**config.mk**
```make
export PLATFORM = sky130hd
export DESIGN_NAME = pifo_flow_queue_ctrl_flat
export DESIGN_NICKNAME = d
export VERILOG_FILES = /design/src/rtl/pifo_flow_queue_ctrl_if.sv /design/src/rtl/pifo_flow_queue_ctrl.sv /design/src/flat_wrapper.sv
export SDC_FILE = /design/constraint.sdc
export NUM_CORES = 2
export LEC_CHECK = 0
export CAP_MARGIN = 40
export CORE_MARGIN = 4
export CORE_UTILIZATION = 50
export CTS_CLUSTER_SIZE = 10
export DETAILED_ROUTE_END_ITERATION = 6
export HOLD_SLACK_MARGIN = 0.06
export PLACE_DENSITY_LB_ADDON = 0.3
export SETUP_SLACK_MARGIN = 0.1
export SLEW_MARGIN = 25
export SYNTH_ARGS = -nofsm -noshare
export SYNTH_HDL_FRONTEND = slang
export SYNTH_SLANG_ARGS = --single-unit
```
**constraint.sdc**
```tcl
create_clock -name clk -period 5.9 [get_ports clk]
set_input_delay 0.885 -clock clk [delete_from_list [all_inputs] [get_ports clk]]
set_output_delay 0.885 -clock clk [all_outputs]
set_load 0.005 [all_outputs]
```
**src/rtl/pifo_flow_queue_ctrl_if.sv**
```systemverilog
// pifo_flow_queue_ctrl_if
//   Bundles the arrival, dequeue and PIFO-side signals of the per-flow queue
//   controller.
//   Arrival : arr_valid, arr_flow_id, arr_priority -> arr_ready
//   Dequeue : deq_req -> deq_valid, deq_flow_id, deq_priority (registered)
//   PIFO    : push_valid/push_flow_id/push_priority, pifo_ready,
//             reinsert_valid/reinsert_priority, pop_valid/pop_flow_id, pop
//   slave modport  : the queue controller.
//   master modport : the traffic source, downstream consumer and PIFO.
interface pifo_flow_queue_ctrl_if #(
  parameter int FLOW_W = 5,
  parameter int PRIO_W = 8
);
  logic              arr_valid;
  logic [FLOW_W-1:0] arr_flow_id;
  logic [PRIO_W-1:0] arr_priority;
  logic              arr_ready;
  logic              deq_req;
  logic              deq_valid;
  logic [FLOW_W-1:0] deq_flow_id;
  logic [PRIO_W-1:0] deq_priority;
  logic              push_valid;
  logic [FLOW_W-1:0] push_flow_id;
  logic [PRIO_W-1:0] push_priority;
  logic              pifo_ready;
  logic              reinsert_valid;
  logic [PRIO_W-1:0] reinsert_priority;
  logic              pop_valid;
  logic [FLOW_W-1:0] pop_flow_id;
  logic              pop;

  modport slave (
    input  arr_valid, arr_flow_id, arr_priority, deq_req, pifo_ready,
           pop_valid, pop_flow_id,
    output arr_ready, deq_valid, deq_flow_id, deq_priority, push_valid,
           push_flow_id, push_priority, reinsert_valid, reinsert_priority, pop
  );

  modport master (
    output arr_valid, arr_flow_id, arr_priority, deq_req, pifo_ready,
           pop_valid, pop_flow_id,
    input  arr_ready, deq_valid, deq_flow_id, deq_priority, push_valid,
           push_flow_id, push_priority, reinsert_valid, reinsert_priority, pop
  );
endinterface

```
**src/rtl/pifo_flow_queue_ctrl.sv**
```systemverilog
// pifo_flow_queue_ctrl
//   Per-flow packet-rank queue manager in front of a PIFO that holds one entry
//   per backlogged flow. Arriving ranks are stored in their flow's FIFO; a flow
//   is pushed into the PIFO when it becomes backlogged; a dequeue pops the PIFO
//   head, retires that flow's head packet and, in the same cycle, reinserts
//   the flow with its next rank if it is still backlogged.
// Ports
//   clk          : clock
//   reset        : synchronous, active-high
//   bus (slave)  : arrival / dequeue / PIFO signals, see pifo_flow_queue_ctrl_if
//   stall_cycles : 16-bit saturating count of cycles where an arrival was
//                  offered but not accepted; present only when the macro
//                  PIFO_FQ_STALL_CNT_EN is defined
module pifo_flow_queue_ctrl #(
  parameter int NUM_FLOWS    = 16,
  parameter int FLOW_DEPTH   = 8,
  parameter int MAX_PRIORITY = 256,
  parameter int PRIO_WIDTH   = $clog2(MAX_PRIORITY),
  parameter int FLOW_WIDTH   = $clog2(NUM_FLOWS + 1)
) (
  input  logic clk,
  input  logic reset,
  pifo_flow_queue_ctrl_if.slave bus
`ifdef PIFO_FQ_STALL_CNT_EN
  ,
  output logic [15:0] stall_cycles
`endif
);
  localparam int IDX_W = (NUM_FLOWS > 1) ? $clog2(NUM_FLOWS) : 1;
  localparam int PTR_W = (FLOW_DEPTH > 1) ? $clog2(FLOW_DEPTH) : 1;
  localparam int CNT_W = $clog2(FLOW_DEPTH + 1);
  localparam logic [FLOW_WIDTH-1:0] FLOWS_C = FLOW_WIDTH'(NUM_FLOWS);
  localparam logic [CNT_W-1:0]      DEPTH_C = CNT_W'(FLOW_DEPTH);
  localparam logic [CNT_W-1:0]      ONE_C   = CNT_W'(1);

  logic [CNT_W-1:0]      count  [NUM_FLOWS];
  logic [PTR_W-1:0]      rd_ptr [NUM_FLOWS];
  logic [PTR_W-1:0]      wr_ptr [NUM_FLOWS];
  logic [PRIO_WIDTH-1:0] slots  [NUM_FLOWS][FLOW_DEPTH];

  logic                  arr_in_range;
  logic [IDX_W-1:0]      f_idx, g_idx;
  logic [CNT_W-1:0]      cnt_f, cnt_g;
  logic [PTR_W-1:0]      rd_g, rd_nxt;
  logic [PRIO_WIDTH-1:0] head_prio, next_prio;
  logic                  arr_ready, accept, store, pop_fire, same_flow;
  logic [NUM_FLOWS-1:0]  inc_vec, dec_vec;

  logic                  deq_vld_p1;
  logic [FLOW_WIDTH-1:0] deq_flow_p1;
  logic [PRIO_WIDTH-1:0] deq_prio_p1;

  assign arr_in_range = bus.arr_flow_id < FLOWS_C;
  assign f_idx        = bus.arr_flow_id[IDX_W-1:0];
  assign g_idx        = bus.pop_flow_id[IDX_W-1:0];
  assign cnt_f        = arr_in_range ? count[f_idx] : '0;
  assign cnt_g        = count[g_idx];
  assign rd_g         = rd_ptr[g_idx];
  assign rd_nxt       = rd_g + 1'b1;
  assign head_prio    = slots[g_idx][rd_g];
  assign next_prio    = slots[g_idx][rd_nxt];

  // Ready depends only on stored state and the PIFO's ready, never on the
  // dequeue request, so it cannot form a loop with the downstream side.
  // Out-of-range flows are always accepted and silently dropped.
  assign arr_ready = ~reset & (~arr_in_range |
                     ((cnt_f < DEPTH_C) & ((cnt_f != '0) | bus.pifo_ready)));
  assign accept    = bus.arr_valid & arr_ready;
  assign store     = accept & arr_in_range;
  assign pop_fire  = ~reset & bus.deq_req & bus.pop_valid;
  assign same_flow = pop_fire & store & (bus.arr_flow_id == bus.pop_flow_id);

  // An arrival to the flow being popped rides on the reinsert instead of a
  // push, which keeps at most one PIFO entry per flow.
  assign bus.arr_ready         = arr_ready;
  assign bus.push_valid        = store & (cnt_f == '0) & ~same_flow;
  assign bus.push_flow_id      = bus.arr_flow_id;
  assign bus.push_priority     = bus.arr_priority;
  assign bus.pop               = pop_fire;
  assign bus.reinsert_valid    = pop_fire & ((cnt_g > ONE_C) | ((cnt_g == ONE_C) & same_flow));
  assign bus.reinsert_priority = (cnt_g > ONE_C) ? next_prio : bus.arr_priority;
  assign bus.deq_valid         = deq_vld_p1;
  assign bus.deq_flow_id       = deq_flow_p1;
  assign bus.deq_priority      = deq_prio_p1;

  always_comb begin
    inc_vec = '0;
    dec_vec = '0;
    for (int i = 0; i < NUM_FLOWS; i++) begin
      inc_vec[i] = store & (bus.arr_flow_id == FLOW_WIDTH'(i));
      dec_vec[i] = pop_fire & (bus.pop_flow_id == FLOW_WIDTH'(i));
    end
  end

  // ---- stage p0 -> p1: per-flow control state and dequeue valid
  always_ff @(posedge clk) begin
    if (reset) begin
      for (int i = 0; i < NUM_FLOWS; i++) begin
        count[i]  <= '0;
        rd_ptr[i] <= '0;
        wr_ptr[i] <= '0;
      end
      deq_vld_p1 <= 1'b0;
    end else begin
      for (int i = 0; i < NUM_FLOWS; i++) begin
        if (inc_vec[i] & ~dec_vec[i])      count[i] <= count[i] + 1'b1;
        else if (dec_vec[i] & ~inc_vec[i]) count[i] <= count[i] - 1'b1;
        if (inc_vec[i]) wr_ptr[i] <= wr_ptr[i] + 1'b1;
        if (dec_vec[i]) rd_ptr[i] <= rd_ptr[i] + 1'b1;
      end
      deq_vld_p1 <= pop_fire;
    end
  end

  // ---- stage p0 -> p1: rank storage and dequeue data
  always_ff @(posedge clk) begin
    if (store) slots[f_idx][wr_ptr[f_idx]] <= bus.arr_priority;
    if (pop_fire) begin
      deq_flow_p1 <= bus.pop_flow_id;
      deq_prio_p1 <= head_prio;
    end
  end

  pop_needs_backlog: assert property (@(posedge clk) disable iff (reset)
    pop_fire |-> (bus.pop_flow_id < FLOWS_C) && (cnt_g != '0));

`ifdef PIFO_FQ_STALL_CNT_EN
  function automatic logic [15:0] sat_inc(input logic [15:0] v);
    return (v == 16'hFFFF) ? v : v + 16'd1;
  endfunction

  always_ff @(posedge clk) begin
    if (reset)                          stall_cycles <= '0;
    else if (bus.arr_valid & ~arr_ready) stall_cycles <= sat_inc(stall_cycles);
  end
`endif
endmodule

```
**src/flat_wrapper.sv**
```systemverilog
// flat-port wrapper written by rule: the top's interface ports become plain ports
module pifo_flow_queue_ctrl_flat 
#(
  parameter int NUM_FLOWS    = 16,
  parameter int FLOW_DEPTH   = 8,
  parameter int MAX_PRIORITY = 256,
  parameter int PRIO_WIDTH   = $clog2(MAX_PRIORITY),
  parameter int FLOW_WIDTH   = $clog2(NUM_FLOWS + 1)
)
  (clk, reset, bus_arr_valid, bus_arr_flow_id, bus_arr_priority, bus_deq_req, bus_pifo_ready, bus_pop_valid, bus_pop_flow_id, bus_arr_ready, bus_deq_valid, bus_deq_flow_id, bus_deq_priority, bus_push_valid, bus_push_flow_id, bus_push_priority, bus_reinsert_valid, bus_reinsert_priority, bus_pop);
  pifo_flow_queue_ctrl_if #(.FLOW_W(5), .PRIO_W(8)) bus_i ();
  input  logic clk;
  input  logic reset;
  input wire logic [$bits(bus_i.arr_valid)-1:0] bus_arr_valid;
  input wire logic [$bits(bus_i.arr_flow_id)-1:0] bus_arr_flow_id;
  input wire logic [$bits(bus_i.arr_priority)-1:0] bus_arr_priority;
  input wire logic [$bits(bus_i.deq_req)-1:0] bus_deq_req;
  input wire logic [$bits(bus_i.pifo_ready)-1:0] bus_pifo_ready;
  input wire logic [$bits(bus_i.pop_valid)-1:0] bus_pop_valid;
  input wire logic [$bits(bus_i.pop_flow_id)-1:0] bus_pop_flow_id;
  output wire logic [$bits(bus_i.arr_ready)-1:0] bus_arr_ready;
  output wire logic [$bits(bus_i.deq_valid)-1:0] bus_deq_valid;
  output wire logic [$bits(bus_i.deq_flow_id)-1:0] bus_deq_flow_id;
  output wire logic [$bits(bus_i.deq_priority)-1:0] bus_deq_priority;
  output wire logic [$bits(bus_i.push_valid)-1:0] bus_push_valid;
  output wire logic [$bits(bus_i.push_flow_id)-1:0] bus_push_flow_id;
  output wire logic [$bits(bus_i.push_priority)-1:0] bus_push_priority;
  output wire logic [$bits(bus_i.reinsert_valid)-1:0] bus_reinsert_valid;
  output wire logic [$bits(bus_i.reinsert_priority)-1:0] bus_reinsert_priority;
  output wire logic [$bits(bus_i.pop)-1:0] bus_pop;
  assign bus_i.arr_valid = bus_arr_valid;
  assign bus_i.arr_flow_id = bus_arr_flow_id;
  assign bus_i.arr_priority = bus_arr_priority;
  assign bus_i.deq_req = bus_deq_req;
  assign bus_i.pifo_ready = bus_pifo_ready;
  assign bus_i.pop_valid = bus_pop_valid;
  assign bus_i.pop_flow_id = bus_pop_flow_id;
  assign bus_arr_ready = bus_i.arr_ready;
  assign bus_deq_valid = bus_i.deq_valid;
  assign bus_deq_flow_id = bus_i.deq_flow_id;
  assign bus_deq_priority = bus_i.deq_priority;
  assign bus_push_valid = bus_i.push_valid;
  assign bus_push_flow_id = bus_i.push_flow_id;
  assign bus_push_priority = bus_i.push_priority;
  assign bus_reinsert_valid = bus_i.reinsert_valid;
  assign bus_reinsert_priority = bus_i.reinsert_priority;
  assign bus_pop = bus_i.pop;
  pifo_flow_queue_ctrl #(.NUM_FLOWS(NUM_FLOWS), .FLOW_DEPTH(FLOW_DEPTH), .MAX_PRIORITY(MAX_PRIORITY), .PRIO_WIDTH(PRIO_WIDTH), .FLOW_WIDTH(FLOW_WIDTH)) u_core (.clk(clk), .reset(reset), .bus(bus_i));
endmodule
```
# Word-level counts from Yosys, hierarchy flattened
# Memories as Yosys holds them, arrays and structs flattened.
# Index checks and enable logic that the tools add are counted.
# W data, S select, Z words.
# word_totals
regBits	14
mem_bits_rw	1184
inputBits	24
out_inout_bits	39
mem_count	4
# memory_table
name	depth	word_bits	rd	rd_clocked_by_memory_dff	wr	line_no	source
u_core.slots	16	64	1	0	1	pifo_flow_queue_ctrl.sv:39	logic [PRIO_WIDTH-1:0] slots [NUM_FLOWS][FLOW_DEPTH];
u_core.count	16	4	18	0	16	pifo_flow_queue_ctrl.sv:36	logic [CNT_W-1:0] count [NUM_FLOWS];
u_core.rd_ptr	16	3	17	0	16	pifo_flow_queue_ctrl.sv:37	logic [PTR_W-1:0] rd_ptr [NUM_FLOWS];
u_core.wr_ptr	16	3	17	0	16	pifo_flow_queue_ctrl.sv:38	logic [PTR_W-1:0] wr_ptr [NUM_FLOWS];
# classes
n_addsub	65
magnitude_cmp	7
eq_ne	32
muxes	286
n_bitwise	181
reduce_logical	5
# ops
op	n
$mux W1	211
$mux W4	33
$add A3 B1 Y3 const B	33
$mux W3	32
$eq A5 B4 Y1 const B	16
$and A1 B1 Y1	76
$or A1 B1 Y1	67
$add A4 B1 Y4 const B	16
$mux W64	1
$sub A4 B1 Y4 const B	16
$bmux W8 S3	2
$mux W8	6
$eq A5 B3 Y1 const B	8
$not A1 Y1	35
$demux W8 S3	1
$eq A5 B2 Y1 const B	4
$ge A4 B4 Y1 const B	3
$not A3 Y4	3
$eq A5 B1 Y1 const B	2
$logic_not A5 Y1	2
$eq A5 B5 Y1	1
$lt A5 B5 Y1 const B	1
$eq A4 B1 Y1 const B	1
$gt A4 B1 Y1 const B	1
5 further kinds	5

# Longest topological paths before layout
# logic_depth
ltp_word	17
ltp_mapped	18
ltp_nobuf	15

# Least setup slack after synthesis
# OpenSTA, ideal clock, no wires.
# synth_path
path_kind	input to output
startpoint	input port bus_pop_flow_id[1]
endpoint	output port bus_reinsert_priority[0]
t_arrival_ns	4.396
t_required_ns	5.015
slack_ns	0.619
stages	15
n_path_buf	6
path_cell_list	clkbuf_1 buf_2 mux4_2 a22oi_1 nand2_1 clkbuf_1 clkbuf_1 ha_1 buf_1 and4b_1 or4_1 clkbuf_1 a22oi_1 o221ai_1 o21ai_0
# synth_between
elab_chain_cells	7
# synth_lines
element	line_no	source
from (decl)	flat_wrapper.sv:20	input wire logic [$bits(bus_i.pop_flow_id)-1:0] bus_pop_flow_id;
$mem_v2 Z16 W3	--	
$add A3 B1 Y3	pifo_flow_queue_ctrl.sv:59	assign rd_nxt = rd_g + 1'b1;
$not A3 Y4 (not written as such)	pifo_flow_queue_ctrl.sv:61	assign next_prio = slots[g_idx][rd_nxt];
$bmux W8 S3	pifo_flow_queue_ctrl.sv:61	
$mux W8 (not written as such) (2 in series)	pifo_flow_queue_ctrl.sv:61	
$mux W8 (*)	pifo_flow_queue_ctrl.sv:81	assign bus.reinsert_priority = (cnt_g > ONE_C) ? next_prio : bus.arr_priority;
to (decl)	flat_wrapper.sv:29	output wire logic [$bits(bus_i.reinsert_priority)-1:0] bus_reinsert_priority;
# Every way passes the cells marked *; elsewhere a longest branch is shown, timed or not. The select of a mux whose other input is x is not followed.

==> flow_summary.yaml <==
synth:
  synth_xor_area_share_pct: 1.31
  netlist_area_um2: 51400
  synthesis.nets: 3000
  async_reset_ff_share_pct: 0
  synth_compound_area_share_pct: 4.06
  synthMuxAreaShare_pct: 14.4
  synth_ff_type: "edfxtp_1"
  synth_simple_gate_area_share_pct: 5.94
  synthAdderAreaFrac_pct: 2.17
  synth-edff-count: 1197
  synth_top_family_by_area: "multiplexers"
  synth_seq_cells: 1198
  synth_cell_types: 61
  yosys_warnings: 0
  syn_avg_cell_area_um2: 17.7
  ys_seq_area_share_pct: 70.0
  syn_inst: 2896
finish:
  syn2layout_area_growth_pct: 14.7
  drive_gt1_share_pct: 24.9
  final_area_um2: 58900
  nets: 3288
  postLayoutCoreUtil_pct: 57.8
detailed_routing:
  viasPerCell: 6.34
  num_vias: 29100
  antenna_left: 0
  wl_per_cell_um: 28.2
  wirelength_mm: 129
  drt_iter0_markers: 3559
  drt_first_pass_iters: 6
  drc: 0
clock_tree:
  ctsHoldBuffers: 0
  cts.sink_count: 1198
  clk_pin_slew_worst_paths_ns: 0.06
  cts_tree: "built"
  cts_max_level: 4
  post_cts_buffers: 0
  clockRootBuffer: "clkbuf_16"
  numCtsBuffers: 140
  insertion_delay_ns: 0.74
  clk_path_buf_depth: 3
pwr:
  p_leak_nw: 19.6
  finalPower_mw: 18.6
  power_density_nw_per_um2: 315
  peakVddDrop_mv: 0.319
die:
  die-height_um: 329
  die_w_um: 329
  start_util_pct: 50.4
  rows: 117
  ios: 63
  die_area_um2: 108000
  core_um2: 102000
timing:
  worst_slew_pin_slew_ns: 0.990
  rsz0062_at_grt: "no"
  maxSlewViolCount: 0
  hold_viol_final: 0
  max-slew-margin-rel_pct: 34.0
  fmax_ghz: 0.176
  fin_skew_ns: 0.0303
  period_needed_ns: 5.68
  finalSetupViolations: 0
  post-route-period-util_pct: 96.2
critical_path:
  cp-startpoint: "u_core.rd_ptr[14][1]$_SDFFCE_PP0P_"
  cp_data_required_time_ns: 5.02
  cpMaxStageDelayCell: "mux4_2"
  rr_worst_depth: 14
  path_class: "flop to primary output"
  r2r_setup_slack_ns: 1.52
  crit_fanout: 8
  cpLargestDelayFamily: "multiplexers"
  endpoint: "bus_reinsert_priority[6]"
  end_kind: "primary output"
  timing.rr.start: "u_core.count[0][0]$_SDFFCE_PN0P_"
  start_kind: "flop"
  path_depth: 11
  cp.arrival_ns: 4.79
  worst-path-buf-inv: 3
  regToRegEndpoint: "u_core.count[8][3]$_SDFFCE_PN0P_"
  crit_path_cell_trace: "mux4_2, mux4_2, ha_2, and4b_1, or4_4, a22oi_1, buf_4, o221ai_1, o21ai_2, buf_4, clkdlybuf4s50_1"
  cpPeakStageDelay_ns: 0.56
grt:
  grt-ovfl-total: 0
  antenna_found_initial: 1
  track_usage_pct: 24.2
  grt_max_degree: 126
  grt_first_pass_wirelength_mm: 193
  grt_pass1_vias: 29500
hold_path:
  hp-class: "input port to flop"
  holdPathStages: 1
job:
  max_cap_violations: 0
placed_design:
  dp_hpwl_mm: 84.5
  placed_area_um2: 55000
  portBuffers: 62
  gp_congestion: 0.949
status:
  outcome: "complete, no violations"
==> through the flow <==
step,worst slack (ns),instances,setup TNS (ns),hold WS [ns]
3_3_place_gp,0.0396,4400,0,0.573
3_5_place_dp,-0.0525,4404,-0.0525,0.579
5_1_grt,0.105,4583,0,0.418
6_report,0.223,4585,0,0.430
2_1_floorplan,0.619,2896,0,0.548
4_1_cts,0.140,4577,0,0.382
==> logic make-up after synthesis <==
family          after synthesis
fa+ha+maj                    80
mux                         358
flops                      1198
simple gates                636
compound gates              299
buf+inv                     248
xor+xnor                     77
==> cells in the mapped netlist, types with 29 or more instances <==
| cell | number | area [µm²] |
|---|---|---|
| nor2_1 | 158 | 593 |
| nand2_1 | 189 | 709 |
| nor3_1 | 162 | 811 |
| inv_1 | 53 | 199 |
| a22oi_1 | 138 | 1040 |
| a21oi_1 | 46 | 230 |
| ha_1 | 65 | 813 |
| mux2i_1 | 38 | 380 |
| clkbuf_1 | 79 | 297 |
| o21ai_0 | 31 | 155 |
| xnor2_1 | 48 | 420 |
| mux4_2 | 296 | 6670 |
| buf_2 | 70 | 350 |
| edfxtp_1 | 1197 | 35900 |
| xor2_1 | 29 | 254 |
==> area by class of cell <==
cell class	instances	area, µm²
fillers	7637	43000
flip-flops and latches	1198	36000
multi-input cells	1450	14400
clock buffers	152	3610
repair buffers	339	2850
well taps	1368	1710
clock inverters	21	218
inverters	55	208
diodes	2	5.00
==> registers in the layout, indices dropped and copies added (netlist names) <==
register                 flops
u_core.rd_ptr               48
u_core.bus.deq_flow_id       5
u_core.wr_ptr               48
u_core.slots              1024
u_core.count                64
u_core.bus.deq_valid         1
u_core.bus.deq_priority      8
==> placed cells by master, fill, tap and decap left out, types with 10 or more instances in the layout <==
master	Yosys	final
a21o_1	17	17
a21oi_1	46	46
a22oi_1	138	138
a31oi_1	18	18
and2_1	15	14
and3_1	10	10
buf_4	18	273
clkbuf_16	0	143
clkdlybuf4s50_1	0	49
edfxtp_1	1197	1197
fa_1	15	15
ha_1	65	64
inv_1	53	52
mux2_2	20	20
mux2i_1	38	37
mux4_2	296	296
nand2_1	189	188
nand3_1	11	11
nor2_1	158	157
nor2b_1	17	15
nor3_1	162	161
nor4_1	16	16
o21ai_0	31	29
xnor2_1	48	48
xor2_1	29	29
==> repair_timing <==
action | 4_1_cts | 5_1_grt
resized for setup | 3 | 1
endpoints found under the hold margin | 0 | 0
setup endpoints to repair | 5 | 6
pin swaps | 0 | 0
==> where the power goes <==
part	total (mW)	internal, mW	switching (mW)
clock network	7.49	4.32	3.17
logic	1.58	0.624	0.958
registers	9.52	9.46	0.0650
==> worst min-delay path by stage <==
| stage | start | end |
|---|---|---|
| after floorplan | u_core.wr_ptr[14][0]$_SDFFCE_PP0P_ | u_core.wr_ptr[14][0]$_SDFFCE_PP0P_ |
| after global placement | u_core.wr_ptr[12][0]$_SDFFCE_PP0P_ | u_core.wr_ptr[12][0]$_SDFFCE_PP0P_ |
| after detailed placement | u_core.wr_ptr[14][0]$_SDFFCE_PP0P_ | u_core.wr_ptr[14][0]$_SDFFCE_PP0P_ |
| after CTS | bus_pop_flow_id[0] | u_core.bus.deq_flow_id[0]$_DFFE_PP_ |
| after global routing | bus_pop_flow_id[0] | u_core.bus.deq_flow_id[0]$_DFFE_PP_ |
| final | bus_pop_flow_id[0] | u_core.bus.deq_flow_id[0]$_DFFE_PP_ |
==> metal layers <==
layer	global-route usage (%)	part of all wire [%]	vias up
li1	-	-	12200
met1	34.9	41	15200
met2	37.3	47	1500
met3	5.22	9.3	229
met4	8.07	3.0	0
met5	0	0	-
No activity file was read; power rests on OpenSTA's default activity.
